`config.mk`:
```
export PLATFORM = sky130hd
export DESIGN_NAME = rf_param_sb
export DESIGN_NICKNAME = d
export VERILOG_FILES = /design/src/rtl/rf_param_sb.sv
export SDC_FILE = /design/constraint.sdc
export NUM_CORES = 2
export LEC_CHECK = 0
export CORE_MARGIN = 2
export CORE_UTILIZATION = 40
export CTS_CLUSTER_SIZE = 28
export DETAILED_ROUTE_END_ITERATION = 10
export SLEW_MARGIN = 40
export SYNTH_ARGS = -nofsm -noshare
export SYNTH_HDL_FRONTEND = slang
export SYNTH_SLANG_ARGS = --single-unit
```
`constraint.sdc`:
```
create_clock -name clk -period 97.8 [get_ports clk]
set_clock_uncertainty 0.15 [all_clocks]
set_input_delay 14.67 -clock clk [delete_from_list [all_inputs] [get_ports clk]]
set_output_delay 14.67 -clock clk [all_outputs]
set_load 0.02 [all_outputs]
```
`src/rtl/rf_param_sb.sv`:
```
// Parameterised register file with a per-entry pending-write scoreboard and a
// sequential clear that walks every entry once.
module rf_param_sb #(
    parameter int unsigned DATA_W   = 32,
    parameter int unsigned ADDR_W   = 5,
    parameter int unsigned ZERO_REG = 1,
    parameter int unsigned BYPASS   = 1
) (
    input  logic              clk,
    input  logic              rst,
    input  logic              we,
    input  logic [ADDR_W-1:0] wa,
    input  logic [DATA_W-1:0] wd,
    input  logic [ADDR_W-1:0] ra1,
    input  logic [ADDR_W-1:0] ra2,
    output logic [DATA_W-1:0] rd1,
    output logic [DATA_W-1:0] rd2,
    input  logic              rsv_en,
    input  logic [ADDR_W-1:0] rsv_addr,
    output logic              busy1,
    output logic              busy2,
    input  logic              clr_req,
    output logic              clr_busy
);

    localparam int unsigned DEPTH = 2 ** ADDR_W;

    typedef enum logic {StIdle, StClear} state_e;

    state_e            state_q, state_d;
    logic [ADDR_W-1:0] cnt_q, cnt_d;
    logic              clr_busy_q, clr_busy_d;
    logic [DATA_W-1:0] mem_q [DEPTH];
    logic [DATA_W-1:0] mem_d [DEPTH];
    logic [DEPTH-1:0]  busy_q, busy_d;

    logic is_idle;
    logic eff_write;
    logic eff_rsv;

    assign is_idle = (state_q == StIdle);

    // A clear request in the same cycle takes priority and drops the write/reserve.
    assign eff_write = we && is_idle && !clr_req && !((ZERO_REG != 0) && (wa == '0));
    assign eff_rsv   = rsv_en && is_idle && !clr_req
                       && !((ZERO_REG != 0) && (rsv_addr == '0));

    always_comb begin
        state_d    = state_q;
        cnt_d      = cnt_q;
        clr_busy_d = clr_busy_q;
        mem_d      = mem_q;
        busy_d     = busy_q;
        unique case (state_q)
            StIdle: begin
                if (clr_req) begin
                    state_d    = StClear;
                    cnt_d      = '0;
                    clr_busy_d = 1'b1;
                end else begin
                    if (eff_write) begin
                        mem_d[wa]  = wd;
                        busy_d[wa] = 1'b0;
                    end
                    // Applied after the write so a same-entry reserve stays set.
                    if (eff_rsv) begin
                        busy_d[rsv_addr] = 1'b1;
                    end
                end
            end
            StClear: begin
                mem_d[cnt_q]  = '0;
                busy_d[cnt_q] = 1'b0;
                cnt_d         = cnt_q + 1'b1;
                if (&cnt_q) begin
                    state_d    = StIdle;
                    clr_busy_d = 1'b0;
                end
            end
            default: begin
                state_d    = StIdle;
                clr_busy_d = 1'b0;
            end
        endcase
    end

    always_ff @(posedge clk or posedge rst) begin
        if (rst) begin
            state_q    <= StIdle;
            cnt_q      <= '0;
            clr_busy_q <= 1'b0;
            mem_q      <= '{default: '0};
            busy_q     <= '0;
        end else begin
            state_q    <= state_d;
            cnt_q      <= cnt_d;
            clr_busy_q <= clr_busy_d;
            mem_q      <= mem_d;
            busy_q     <= busy_d;
        end
    end

    function automatic logic [DATA_W-1:0] read_data(input logic [ADDR_W-1:0] ra);
        if (rst || ((ZERO_REG != 0) && (ra == '0))) begin
            return '0;
        end else if ((BYPASS != 0) && eff_write && (wa == ra)) begin
            return wd;
        end
        return mem_q[ra];
    endfunction

    function automatic logic read_busy(input logic [ADDR_W-1:0] ra);
        if (rst || ((ZERO_REG != 0) && (ra == '0))) begin
            return 1'b0;
        end else if ((BYPASS != 0) && eff_write && (wa == ra)) begin
            return 1'b0;
        end
        return busy_q[ra];
    endfunction

    always_comb begin
        rd1   = read_data(ra1);
        rd2   = read_data(ra2);
        busy1 = read_busy(ra1);
        busy2 = read_busy(ra2);
    end

    assign clr_busy = clr_busy_q;

endmodule

```
==> flow_metrics.py <==
metrics = {
    "synthesis": {
        "synth_edf_count": 0,
        "synth_commonest_cells": "1063 x dfrtp_1, 1017 x a22o_1, 462 x mux4_2",
        "ys_seq_area_frac": 0.481,
        "synth_area_leader_cell": "dfrtp_1",
        "synth_fp_nets": 4158,
        "synth_top_family_by_area": "multiplexers",
        "synth_adder_area_share": 0.00113,
        "yosys_most_used_dff": "dfrtp_1",
        "ys_top_cells_by_area": "dfrtp_1 48%, mux4_2 19%, a22o_1 16%, mux2i_1 4.2%, clkbuf_1 2.6%",
        "synthSimpleGateAreaFrac": 0.0300,
        "yosys_warnings": 0,
        "synth_compound_area_frac": 0.215,
        "yosysUniqueCellTypes": 53,
        "synth_xor_area_frac": 0.00190,
        "synthMuxAreaShare": 0.230,
        "syn_area_mm2": 0.0553,
        "synth_top_area_share": 0.481,
        "postSynthAreaPerCell_um2": 13.5,
        "syn_inst": 4096,
        "async_flop_share": 1.00,
        "synth_most_common_cell": "dfrtp_1",
        "synth-seq-cells": 1063,
    },
    "timing": {
        "max_freq_ghz": 0.0291,
        "tns_ps": 0,
        "hold_viol_final": 0,
        "setup_viol": 0,
        "rsz0062_at_grt": "false",
        "final.min_clock_period_ps": 34340,
        "holdWs_ps": 346,
        "finalMaxSlewViolations": 0,
        "worstMarginPinSlew_ps": 928,
        "fin_crit_sh": 0.351,
        "worst_slack_ps": 63460,
        "slew_headroom": 0.381,
    },
    "floorplan": {
        "die_w_um": 376,
        "ioPinCount": 124,
        "num_rows": 136,
        "coreArea_mm2": 0.137,
        "dieArea_mm2": 0.141,
        "die_h_um": 376,
        "initial_utilization": 0.403,
    },
    "cts": {
        "ctsResizeCount": 0,
        "clk_pin_slew_ps": 60,
        "root_buffer": "clkbuf_16",
        "hold_buffers": 0,
        "h-tree-depth": 3,
        "clock_latency_ps": 750,
        "clockBufferDepth": 3,
        "numCtsBuffers": 117,
        "cts_tree": "built",
        "cts_sinks": 1063,
        "postCtsSetupRepairBufs": 0,
    },
    "placed_design": {
        "place_area_mm2": 0.0588,
        "place_ws_ps": 63250,
        "port_buffers": 123,
        "routabilityCongestion": 0.840,
        "dpl.hpwl_mm": 121,
        "post-place-cells": 5640,
    },
    "final_layout": {
        "area_growth_pct": 13.7,
        "seqCellArea_mm2": 0.0266,
        "final_cell_area_mm2": 0.0629,
        "nets": 4030,
        "layout-drive-gt1-share": 0.224,
        "multi_input_area_mm2": 0.0272,
        "num-fill-cells": 12004,
        "fin_cells": 5860,
    },
    "global_route": {
        "gr-usage-met2": 0.456,
        "grt.overflow.total": 0,
        "grt_use_met3": 0.0828,
        "grt-busiest-layer": "met2",
        "grt_max_degree": 155,
        "grt_pass1_wl_mm": 316,
        "grt_pass1_vias": 42069,
        "grt_usage": 0.307,
        "grtUsageMet1": 0.415,
        "antenna_found_initial": 8,
    },
    "pwr": {
        "power_leakage_uw": 0.0275,
        "p_per_area_mw_per_mm2": 18.0,
        "ir_worst_vdd_mv": 0.0147,
    },
    "job": {
        "maxCapViolCount": 0,
    },
    "setup_path": {
        "cp-start-kind": "input pin",
        "cp_max_fo": 50,
        "critical-path-slowest-cell": "buf_4",
        "crit_buf_inv": 6,
        "worst_ep_required_time_ps": 82980,
        "critPathKind": "input pin to output port",
        "worstPathCellList": "buf_8 -> buf_16 -> buf_4 -> buf_4 -> buf_6 -> mux4_2 -> and2_1 -> a211oi_1 -> a211oi_1 -> a211o_1 -> clkdlybuf4s50_1",
        "cpLargestDelayFamily": "buffers and inverters",
        "crit_path_end_kind": "output port",
        "reg2reg_slack_ps": 94080,
        "path_depth": 11,
        "slowest_delay_ps": 710,
        "reg2regPathDepth": 7,
        "r2r_start": "state_q",
        "startpoint": "ra2[0]",
        "worstPathArrival_ps": 19520,
    },
    "min_path": {
        "hp-class": "register to register",
        "hold_path.startpoint": "busy_q[23]",
        "whs_path_depth": 2,
    },
    "routing": {
        "wl_mm": 218,
        "detail-route-antenna-nets": 0,
        "drtIter0Drc": 5625,
        "via_count": 42387,
        "remaining_drc_errors": 0,
        "drt-pass1-iter-count": 5,
        "vias_per_cell": 7.23,
        "post_drt_wl_per_cell_um": 37.2,
    },
    "status": {
        "status": "completed",
    },
}
## tightest hold or removal path, stage by stage, from the launching register on
cell and delay (ps):
dfrtp_1 350, nand2_1 50, o21ai_0 60
## registers in the layout, summed over array words and instances (netlist names)
signal,count
state_q,1
cnt_q,5
busy_q,32
mem_q,1024
clr_busy,1
## worst paths after layout
kind	endpoint
hold reg to reg	busy_q[23]
setup reg to reg	mem_q[81]
setup / recovery	rd2[22]
max in group asynchronous	mem_q[813]
min in group asynchronous	mem_q[510]
hold / removal	busy_q[23]
## placed cells by master (no fill, tap or decap), types with 29 or more instances in the layout
master / n
dfrtp_1: 1062
a32oi_1: 32
clkbuf_1: 29
and2_1: 69
nand2_1: 141
mux4_2: 462
a211o_1: 32
mux2i_1: 232
nand3_1: 40
a21oi_1: 67
o22ai_1: 34
a22o_1: 1017
a22oi_1: 34
buf_4: 135
o21bai_1: 32
clkdlybuf4s50_1: 115
clkbuf_16: 119
a221oi_1: 68
a211oi_1: 64
## cells by family (layout without fill, tap and decap cells)
logic type / Yosys count / after routing
AOI/OAI and AO/OA: 1430 / 1430
other: 0 / 5
xor gates and xnor gates: 12 / 12
buffers and inverters: 551 / 516
muxes: 695 / 695
DFF: 1063 / 1063
adders and majority gates: 5 / 5
and+or+nand+nor: 340 / 340
## area by class of cell
cell class                 instances  area share
multi-input combinational       2482       0.432
clock buffer                     176      0.0552
antenna                            5    0.000199
timing repair buffer             293      0.0452
tap                             1794      0.0357
sequential                      1063       0.423
inverter                          11    0.000855
clock inverter                    36     0.00812
## power by group
| group | switching (uW) | internal [uW] | total (uW) |
|---|---|---|---|
| Clock | 193 | 270 | 463 |
| Combinational | 130 | 61.9 | 192 |
| Sequential | 17.4 | 460 | 477 |
| Total | 341 | 792 | 1130 |
## stage by stage
stage / util / power [uW]
2_1_floorplan: - / 586
6_report: 0.458 / 1130
5_1_grt: 0.458 / 1160
4_1_cts: 0.457 / 1130
3_5_place_dp: 0.428 / 671
3_3_place_gp: 0.426 / 666
## layer usage
metal	vias to the layer above	routed length, um	part of all wire
li1	16289	-	-
met1	22392	83300	0.38
met2	3032	97200	0.45
met3	666	25500	0.12
met4	8	12100	0.056
met5	-	73	0.00033
No activity file was read; power rests on OpenSTA's default activity.
